==> config.mk <==
export PLATFORM = sky130hd
export DESIGN_NAME = decode_queue
export DESIGN_NICKNAME = d
export VERILOG_FILES = /design/src/rtl/decode_queue_pkg.sv /design/src/rtl/decode_queue_inst_decoder.sv /design/src/rtl/decode_queue.sv
export SDC_FILE = /design/constraint.sdc
export NUM_CORES = 1
export LEC_CHECK = 0
export ABC_AREA = 1
export CELL_PAD_IN_SITES_DETAIL_PLACEMENT = 1
export CELL_PAD_IN_SITES_GLOBAL_PLACEMENT = 1
export CORE_ASPECT_RATIO = 0.5
export CORE_MARGIN = 10
export CORE_UTILIZATION = 40
export DETAILED_ROUTE_END_ITERATION = 7
export PLACE_DENSITY = 0.9
export SLEW_MARGIN = 10
export SYNTH_ARGS = -nofsm -noshare
export SYNTH_HDL_FRONTEND = slang
export SYNTH_SLANG_ARGS = --single-unit
==> constraint.sdc <==
create_clock -name clk -period 3.97 [get_ports clk]
set_clock_uncertainty 0.2 [all_clocks]
set_input_delay 0.794 -clock clk [delete_from_list [all_inputs] [get_ports clk]]
set_output_delay 0.794 -clock clk [all_outputs]
set_load 0.05 [all_outputs]
==> src/rtl/decode_queue_pkg.sv <==
// Shared types for the decode queue: opcode and instruction-type encodings,
// function-field constants, per-entry decode flags and the control state set.
package decode_queue_pkg;

  typedef enum logic [2:0] {
    R_ADD = 3'd0,
    I_LW  = 3'd1,
    I_SW  = 3'd2,
    B_BEQ = 3'd3,
    M_MOV = 3'd4,
    R_SHF = 3'd5,
    R_NEG = 3'd6,
    I_SET = 3'd7
  } opcode_e;

  typedef enum logic [1:0] {
    TYPE_I = 2'd0,
    TYPE_M = 2'd1,
    TYPE_B = 2'd2,
    TYPE_R = 2'd3
  } inst_type_e;

  localparam logic [1:0] FUN_BASE = 2'b00;
  localparam logic [1:0] FUN_HALT = 2'b11;

  // Decode results stored alongside the raw fields of each queue entry.
  typedef struct packed {
    inst_type_e itype;
    logic       halt;
  } dec_info_t;

  typedef enum logic [1:0] {
    RUN    = 2'd0,
    DRAIN  = 2'd1,
    HALTED = 2'd2
  } state_e;

  function automatic inst_type_e type_of(input opcode_e op);
    case (op)
      I_LW, I_SW, I_SET: return TYPE_I;
      M_MOV:             return TYPE_M;
      B_BEQ:             return TYPE_B;
      default:           return TYPE_R;
    endcase
  endfunction

endpackage

==> src/rtl/decode_queue_inst_decoder.sv <==
// Purely combinational field split and classification of one raw instruction.
module inst_decoder
  import decode_queue_pkg::*;
#(
  parameter int INST_W = 9,
  parameter int OPC_W  = 3,
  parameter int FUN_W  = 2
) (
  input  logic [INST_W-1:0]             inst,
  output logic [OPC_W-1:0]              opcode,
  output logic [FUN_W-1:0]              fun,
  output logic [INST_W-OPC_W-FUN_W-1:0] operand,
  output dec_info_t                     info
);

  opcode_e op;

  assign opcode  = inst[INST_W-1 -: OPC_W];
  assign fun     = inst[INST_W-OPC_W-1 -: FUN_W];
  assign operand = inst[INST_W-OPC_W-FUN_W-1:0];

  // NOTE: every always_comb output gets a default first so no path can infer a latch.
  always_comb begin
    op         = opcode_e'(3'(opcode));
    info       = '0;
    info.itype = type_of(op);
    info.halt  = (op == R_NEG) && (fun == FUN_W'(FUN_HALT));
  end

endmodule

==> src/rtl/decode_queue.sv <==
// Instruction decode queue: decodes on push, holds up to DEPTH entries and
// stops accepting after a HALT until it has drained and resume is seen.
module decode_queue
  import decode_queue_pkg::*;
#(
  parameter int INST_W = 9,
  parameter int OPC_W  = 3,
  parameter int FUN_W  = 2,
  parameter int DEPTH  = 2,
  parameter int CNT_W  = 16
) (
  input  logic                          clk,
  input  logic                          rst_n,
  input  logic                          in_valid,
  output logic                          in_ready,
  input  logic [INST_W-1:0]             in_inst,
  input  logic                          flush,
  input  logic                          resume,
  output logic                          out_valid,
  input  logic                          out_ready,
  output logic [OPC_W-1:0]              out_opcode,
  output logic [1:0]                    out_type,
  output logic [FUN_W-1:0]              out_fun,
  output logic [INST_W-OPC_W-FUN_W-1:0] out_operand,
  output logic                          out_halt,
  output logic                          halted,
  output logic [CNT_W-1:0]              inst_count
);

  localparam int OPR_W = INST_W - OPC_W - FUN_W;
  localparam int AW    = $clog2(DEPTH);

  localparam logic [1:0] ST_RUN    = RUN;
  localparam logic [1:0] ST_DRAIN  = DRAIN;
  localparam logic [1:0] ST_HALTED = HALTED;

  logic [OPC_W-1:0] dec_opcode;
  logic [FUN_W-1:0] dec_fun;
  logic [OPR_W-1:0] dec_operand;
  dec_info_t        dec_info;

  inst_decoder #(
    .INST_W (INST_W),
    .OPC_W  (OPC_W),
    .FUN_W  (FUN_W)
  ) u_decoder (
    .inst    (in_inst),
    .opcode  (dec_opcode),
    .fun     (dec_fun),
    .operand (dec_operand),
    .info    (dec_info)
  );

  logic [OPC_W-1:0] opc_mem  [DEPTH];
  logic [FUN_W-1:0] fun_mem  [DEPTH];
  logic [OPR_W-1:0] opr_mem  [DEPTH];
  dec_info_t        info_mem [DEPTH];

  // Pointers carry one bit beyond the index so full and empty stay distinct.
  logic [AW:0]      wr_ptr;
  logic [AW:0]      rd_ptr;
  logic [AW-1:0]    head;
  logic             empty;
  logic             full;
  logic [1:0]       state;
  logic [1:0]       state_nxt;
  logic             ready_en;
  logic             push;
  logic             pop;

  assign head  = rd_ptr[AW-1:0];
  assign empty = (wr_ptr == rd_ptr);
  assign full  = (wr_ptr[AW] != rd_ptr[AW]) && (wr_ptr[AW-1:0] == rd_ptr[AW-1:0]);

  // ready_en keeps in_ready low throughout reset and for the release edge itself.
  assign in_ready  = ready_en && !full && (state == ST_RUN);
  assign out_valid = !empty;
  assign halted    = (state == ST_HALTED);

  assign push = in_valid && in_ready && !flush;
  assign pop  = out_valid && out_ready && !flush;

  // Fields read zero when nothing is queued, so stale storage never leaks out.
  assign out_opcode  = out_valid ? opc_mem[head]        : '0;
  assign out_fun     = out_valid ? fun_mem[head]        : '0;
  assign out_operand = out_valid ? opr_mem[head]        : '0;
  assign out_type    = out_valid ? info_mem[head].itype : TYPE_I;
  assign out_halt    = out_valid && info_mem[head].halt;

  // NOTE: storage is not reset; the pointers alone decide which entries are live.
  always_ff @(posedge clk) begin
    if (push) begin
      opc_mem[wr_ptr[AW-1:0]]  <= dec_opcode;
      fun_mem[wr_ptr[AW-1:0]]  <= dec_fun;
      opr_mem[wr_ptr[AW-1:0]]  <= dec_operand;
      info_mem[wr_ptr[AW-1:0]] <= dec_info;
    end
  end

  always_comb begin
    state_nxt = state;
    if (flush) begin
      if (state == ST_DRAIN) state_nxt = ST_RUN;
    end else begin
      case (state)
        ST_RUN:    if (push && dec_info.halt)             state_nxt = ST_DRAIN;
        ST_DRAIN:  if (pop && info_mem[head].halt)        state_nxt = ST_HALTED;
        ST_HALTED: if (resume)                            state_nxt = ST_RUN;
        default:                                          state_nxt = ST_RUN;
      endcase
    end
  end

  // NOTE: sequential state uses non-blocking assignments so all registers update together.
  always_ff @(posedge clk) begin
    if (!rst_n) begin
      wr_ptr     <= '0;
      rd_ptr     <= '0;
      state      <= ST_RUN;
      ready_en   <= 1'b0;
      inst_count <= '0;
    end else begin
      ready_en <= 1'b1;
      state    <= state_nxt;
      if (flush) begin
        wr_ptr <= '0;
        rd_ptr <= '0;
      end else begin
        if (push) wr_ptr <= wr_ptr + (AW+1)'(1);
        if (pop)  rd_ptr <= rd_ptr + (AW+1)'(1);
      end
      if (pop && (inst_count != '1)) inst_count <= inst_count + CNT_W'(1);
    end
  end

endmodule

==> results of run 1 <==
sequential cells by signal (all words and copies together) (netlist names), 2 cells and up, named ones only:
| name | flops |
|---|---|
| wr_ptr | 2 |
| info_mem | 6 |
| fun_mem | 4 |
| rd_ptr | 2 |
| opc_mem | 6 |
| state | 2 |
| opr_mem | 8 |
| inst_count | 16 |
worst max-delay path: cells and delay by family (launching register included):
family	cells	cell delay (ns)
AO/OA/AOI/OAI	1	0.23
buffers and inverters	2	1.20
AND/OR/NAND/NOR	1	0.13
flip-flops	1	0.46
cells in the final DEF (no fill, tap or decap), types with 2 or more instances in the layout:
cell,count
nand4_1,2
dfxtp_1,24
nor3_1,6
nand3_1,9
nand3_2,2
clkinvlp_4,2
nor2_4,3
clkdlybuf4s50_1,45
a21oi_1,32
inv_2,4
nor2_1,22
xor2_1,3
nand2_2,5
nand3b_1,2
inv_1,29
o21ai_0,7
nor2_2,4
edfxtp_1,24
nand2_1,90
clkbuf_16,5
final timing paths:
check                                   from                    endpoint  slack (ns)  cells past startpoint
setup / recovery                    register                    out_halt        0.67                      4
hold / removal        rd_ptr[1]$_SDFFE_PP0N_      rd_ptr[1]$_SDFFE_PP0N_        0.31                      2
setup reg to reg  inst_count[0]$_SDFFE_PN0P_  inst_count[1]$_SDFFE_PN0P_        1.85                      9
hold reg to reg       rd_ptr[1]$_SDFFE_PP0N_      rd_ptr[1]$_SDFFE_PP0N_        0.31                      2
per-stage QoR:
stage / total power (uW) / setup WS [ns] / hold slack [ns]
6_report: 1080 / 0.668 / 0.313
5_1_grt: 1120 / 0.551 / 0.331
4_1_cts: 1090 / 0.654 / 0.309
3_5_place_dp: 656 / 0.973 / 0.298
3_3_place_gp: 650 / 1.02 / 0.293
2_1_floorplan: 611 / 1.21 / 0.268
area by class of cell:
type                       count  area (um2)  area share [%]
tap                           73        91.3            3.07
multi-input combinational    194         947            31.8
sequential                    48        1200            40.3
clock buffer                   6         139            4.66
inverter                      34         128            4.28
clock inverter                 2        15.0           0.504
timing repair buffer          46         458            15.4
logic make-up (layout without fill, tap and decap cells):
logic type	count (synthesis)	in the layout	synth area share (%)
xor gates and xnor gates	4	4	1.51
AOI/OAI and AO/OA	40	40	8.68
adders and majority gates	2	2	1.40
buffers and inverters	40	88	7.44
and+or+nand+nor	148	148	29.2
DFF	48	48	51.8
routing by layer:
layer	global-route usage, %	part of all wire (%)
met1	14.2	41
met2	25.2	51
met3	4.59	6.5
met4	5.58	1.1
met5	0	0
where the power goes:
| part | leakage (uW) | switching [uW] | internal [uW] |
|---|---|---|---|
| registers | 0.000411 | 5.05 | 531 |
| logic | 0.000599 | 68.8 | 38.7 |
| clock network | 0.0000691 | 183 | 251 |
| total | 0.00108 | 257 | 821 |
==> summary.txt, run 1 <==
required time of the critical path = 2.98 ns
Worst setup SP type = register
normalized max-slew margin = 64.1%
Initial Util = 41.9%
Fill cells = 676
routability cong. = 0.810
Yosys top cell by area = edfxtp_1
LEAKAGE = 0.00108 uW
syn_nets = 299
setup bufs post-CTS = 0
setup_tns = 0 ns
min cycle time layout = 3.30 ns
Worst-Skew Late Latency = 0.29 ns
Layout area overhead = 28.4%
layout cells sized above 1 = 9.09%
CP peak stage delay = 0.84 ns
first-pass GRT wire length = 10.4 mm
ANT cells = 0
Synth top cells by count = nand2_1, a21oi_1, inv_1
VDD IR max = 0.219 mV
CTS tree = yes
largest net degree at the start of global routing = 22
initial antenna violation count = 0
# port buffers = 45
Max Cap Violations = 0
Slowest-stage cell, CP = clkdlybuf4s50_1
fin nets = 346
Main synth FF type = edfxtp_1
dominant cells by area after synthesis = edfxtp_1, dfxtp_1, nand2_1, a21oi_1, inv_1
outcome = complete, no violations
Post-Route WL = 6.22 mm
unrepaired setup endpoints after global routing = false
CP cell instances = inv_1, nand2_1, a21oi_1, clkdlybuf4s50_1
drt drc = 0
Starting DRT DRC Count = 89
yosys warns = 0
cts repair resizes = 0
Post-Syn Area per Cell = 8.23 um2
Core Footprint = 5540 um2
Sink Count = 48
Die Span X = 128 um
count leader, synth = nand2_1
Final Hold Violating Endpoints = 0
largest fanout on the critical path = 13
vias in the first global route = 2235
placed cell areas = 2830 um2
die area = 9430 um2
Clk pin slew, worst setup/hold paths = 0.06 ns
deepest clock path buffer count = 2
Max H-tree Level = 2
row count = 19
Crit Path Class = register to output port
Cells after Synth = 282
Cell Area, Synth = 2320 um2
Yosys reg bits = 48
Async S/R FF share, synth = 0%
remaining antenna violation count after routing = 0
root buffer cell = clkbuf_16
# IOs = 46
cell area after layout = 2980 um2
# hold bufs at CTS = 0
Final Non-Filler Cells = 403
CTS buffer count = 5
Die Height = 73.9 um
Power Dens Cells = 362 nW/um2
Via density = 5.06
first-pass iteration count of the detailed router = 4
DR WL/cell = 15.4 um
area share of the largest cell type after synthesis = 31.1%
Yosys cell types = 29
Setup-failing EPs final = 0
part of the cycle the worst path needs = 83.2%
Vias = 2040
Max Slew Vio Count = 0
Worst Tran Pin Value = 0.537 ns
Fmax = 303 MHz
Finished Core Util = 53.8%
all-layer global routing usage = 13.7%
number of enable flip-flop cells after synthesis = 24
worst path arrival time = 2.31 ns
dpl hpwl = 4.73 mm
nature of the critical path endpoint = output port
GRT overflow = 0
min-delay worst type = register to register
Inst Count DP = 395
Seq/Total Area, Yosys = 51.8%
(Power assumes the default switching activity.)
==> run 2, diff against run 1 <==
--- a/config.mk
+++ b/config.mk
@@ -10,9 +10,9 @@
 export CELL_PAD_IN_SITES_GLOBAL_PLACEMENT = 1
 export CORE_ASPECT_RATIO = 0.5
 export CORE_MARGIN = 10
-export CORE_UTILIZATION = 40
+export CORE_UTILIZATION = 34
 export DETAILED_ROUTE_END_ITERATION = 7
-export PLACE_DENSITY = 0.9
+export PLACE_DENSITY = 0.82
 export SLEW_MARGIN = 10
 export SYNTH_ARGS = -nofsm -noshare
 export SYNTH_HDL_FRONTEND = slang
==> constraint.sdc (replaced) <==
create_clock -name clk -period 2.75 [get_ports clk]
set_clock_uncertainty 0.2 [all_clocks]
set_input_delay 0.55 -clock clk [delete_from_list [all_inputs] [get_ports clk]]
set_output_delay 0.55 -clock clk [all_outputs]
set_load 0.05 [all_outputs]
==> run 2 against run 1 <==
Worst hold slack better by 0.0040 ns. Die area rose by 14%. Flip-flop and latch count unchanged. Total power rose by 42%. Clock-buffer cell count unchanged. Utilization decreased by 8.7 points. Non-clock buffer count rose by 2. Sequential power increased by 44%. Critical path type unchanged. Largest power group unchanged. Highest routed layer unchanged.
==> summary.txt, run 2 (synthesis results as in run 1) <==
outcome = complete, no violations
CTS tree = yes
dpl hpwl = 4.71 mm (-0.37%)
layout cells sized above 1 = 13.3% (+4.2 points)
Crit Path Class = register to output port
Clk pin slew, worst setup/hold paths = 0.06 ns (about the same)
Final Hold Violating Endpoints = 0 (unchanged)
Worst-Skew Late Latency = 0.29 ns (about the same)
Post-Route WL = 6.28 mm (+0.96%)
CP cell instances = inv_2, nand2_1, nand2_2, nand2_4, clkdlybuf4s50_1
Max H-tree Level = 2 (unchanged)
Initial Util = 34.9% (-7.0 points)
nature of the critical path endpoint = output port
LEAKAGE = 0.00113 uW (+4.5%)
# IOs = 46 (unchanged)
unrepaired setup endpoints after global routing = false
first-pass GRT wire length = 10.4 mm (-0.60%)
post-route worst setup slack = 0.196 ns (-0.472 ns)
Top reg by flops = inst_count
all-layer global routing usage = 11.9% (-1.7 points)
ANT cells = 0 (unchanged)
die area = 10700 um2 (+14%)
fin nets = 348 (+0.58%)
Switching Fraction = 24.1% (+0.26 points)
Slowest-stage cell, CP = clkdlybuf4s50_1
Power Dens Cells = 510 nW/um2 (+41%)
P_int = 1160 uW (+41%)
largest fanout on the critical path = 5 (-8)
normalized max-slew margin = 59.6% (-4.5 points)
max FFs per register = 16 (unchanged)
met2 global-route usage = 22.4% (-2.8 points)
Fmax = 392 MHz
power share of the clock group = 39.1% (-1.2 points)
drt drc = 0 (unchanged)
min cycle time layout = 2.55 ns
Vias = 2003 (-1.8%)
Core Footprint = 6650 um2 (+20%)
most common cell after layout, fill and taps aside = nand2_1
largest net degree at the start of global routing = 16 (-27%)
remaining antenna violation count after routing = 0 (unchanged)
Max Cap Violations = 0 (unchanged)
cell area after layout = 3000 um2 (+0.55%)
initial antenna violation count = 0 (unchanged)
vias in the first global route = 2148 (-3.9%)
setup_tns = 0 ns (unchanged)
# hold bufs at CTS = 0 (unchanged)
deepest clock path buffer count = 2 (unchanged)
Die Span X = 137 um (+7.1%)
Psw = 369 uW (+43%)
Via density = 4.72 (-6.7%)
worst path arrival time = 1.80 ns (-0.51 ns)
first-pass iteration count of the detailed router = 4 (unchanged)
VDD IR max = 0.264 mV (+21%)
GRT overflow = 0 (unchanged)
GR Util met1 = 12.3% (-1.8 points)
Worst Tran Pin Value = 0.601 ns (+0.0639 ns)
Worst setup SP type = register
row count = 21 (+2)
Sink Count = 48 (unchanged)
root buffer cell = clkbuf_16
placed cell areas = 2850 um2 (+0.93%)
required time of the critical path = 2.00 ns (-0.98 ns)
DR WL/cell = 14.8 um (-4.0%)
Layout area overhead = 29.1%
pre-CTS WS = 0.220 ns (-0.753 ns)
Die Height = 78.4 um (+6.2%)
routability cong. = 0.836 (+3.2%)
Finished Core Util = 45.1% (-8.7 points)
CTS buffer count = 5 (unchanged)
Max Slew Vio Count = 0 (unchanged)
Comb pwr share = 10.2% (+0.2 points)
commonest non-fill, non-tap cells in the layout = nand2_1, a21oi_1, clkdlybuf4s50_1
Sequential Power Share = 50.6% (+0.8 points)
Starting DRT DRC Count = 89 (unchanged)
# port buffers = 45 (unchanged)
GRT met3 Usage = 3.37% (-1.2 points)
Setup-failing EPs final = 0 (unchanged)
min-delay worst type = register to register
global route hottest layer = met2
part of the cycle the worst path needs = 92.9%
CP peak stage delay = 0.81 ns (-0.03 ns)
## run 2: cell types whose count changed in the layout (fill, tap and decap cells not counted), sizes merged
cell           delta
clkinv            +1
clkinvlp          -1
dlymetal6s2s      +1
clkdlybuf4s50    -13
buf              +14
## run 2: layout make-up
type                            instances  area [um2]
Tap cell                               92         115
Clock inverter                          2        12.5
Inverter                               34         128
Multi-Input combinational cell        194         952
Sequential cell                        48        1200
Clock buffer                            6         129
Timing Repair Buffer                   48         458
Fill cell                             809        3650
## run 2: routing by layer
| metal | share of wire [%] | vias up | wire length (um) |
|---|---|---|---|
| li1 | - | 1006 | - |
| met1 | 41 | 957 | 2550 |
| met2 | 53 | 29 | 3330 |
| met3 | 4.2 | 11 | 266 |
| met4 | 2.0 | 0 | 128 |
| met5 | 0 | - | 0 |
## run 2: worst max-delay path, delay by kind of cell, from the launching register on
family	cells	cell delay, ns
buffers and inverters	2	0.85
flip-flops	1	0.42
AND/OR/NAND/NOR	3	0.25
## run 2: repair_timing
action,4_1_cts,5_1_grt
setup buffers,0,0
setup endpoints to repair,0,1
resized for setup,0,1
## run 2: metrics by stage
stage | power [uW] | hold slack (ns) | instances
2_1_floorplan | 882 | 0.268 | 282
3_3_place_gp | 940 | 0.281 | 416
3_5_place_dp | 948 | 0.301 | 416
4_1_cts | 1550 | 0.313 | 424
5_1_grt | 1590 | 0.341 | 424
6_report | 1530 | 0.317 | 424
## run 2: worst paths after layout
path                                end  depth (start not counted)  slack (ns)                  startpoint
min reg2reg      rd_ptr[1]$_SDFFE_PP0N_                          2        0.32      rd_ptr[1]$_SDFFE_PP0N_
min              rd_ptr[1]$_SDFFE_PP0N_                          2        0.32      rd_ptr[1]$_SDFFE_PP0N_
max                           out_valid                          5        0.20      wr_ptr[0]$_SDFFE_PP0P_
max reg2reg  inst_count[4]$_SDFFE_PN0P_                         10        0.69  inst_count[0]$_SDFFE_PN0P_
## run 2: power by group through the flow
stage	Clock [uW]	Combinational, uW	Sequential (uW)
6_report	598	157	774
5_1_grt	644	175	775
3_5_place_dp	0	158	790
2_1_floorplan	0	93.8	789
4_1_cts	621	158	774
3_3_place_gp	0	151	789
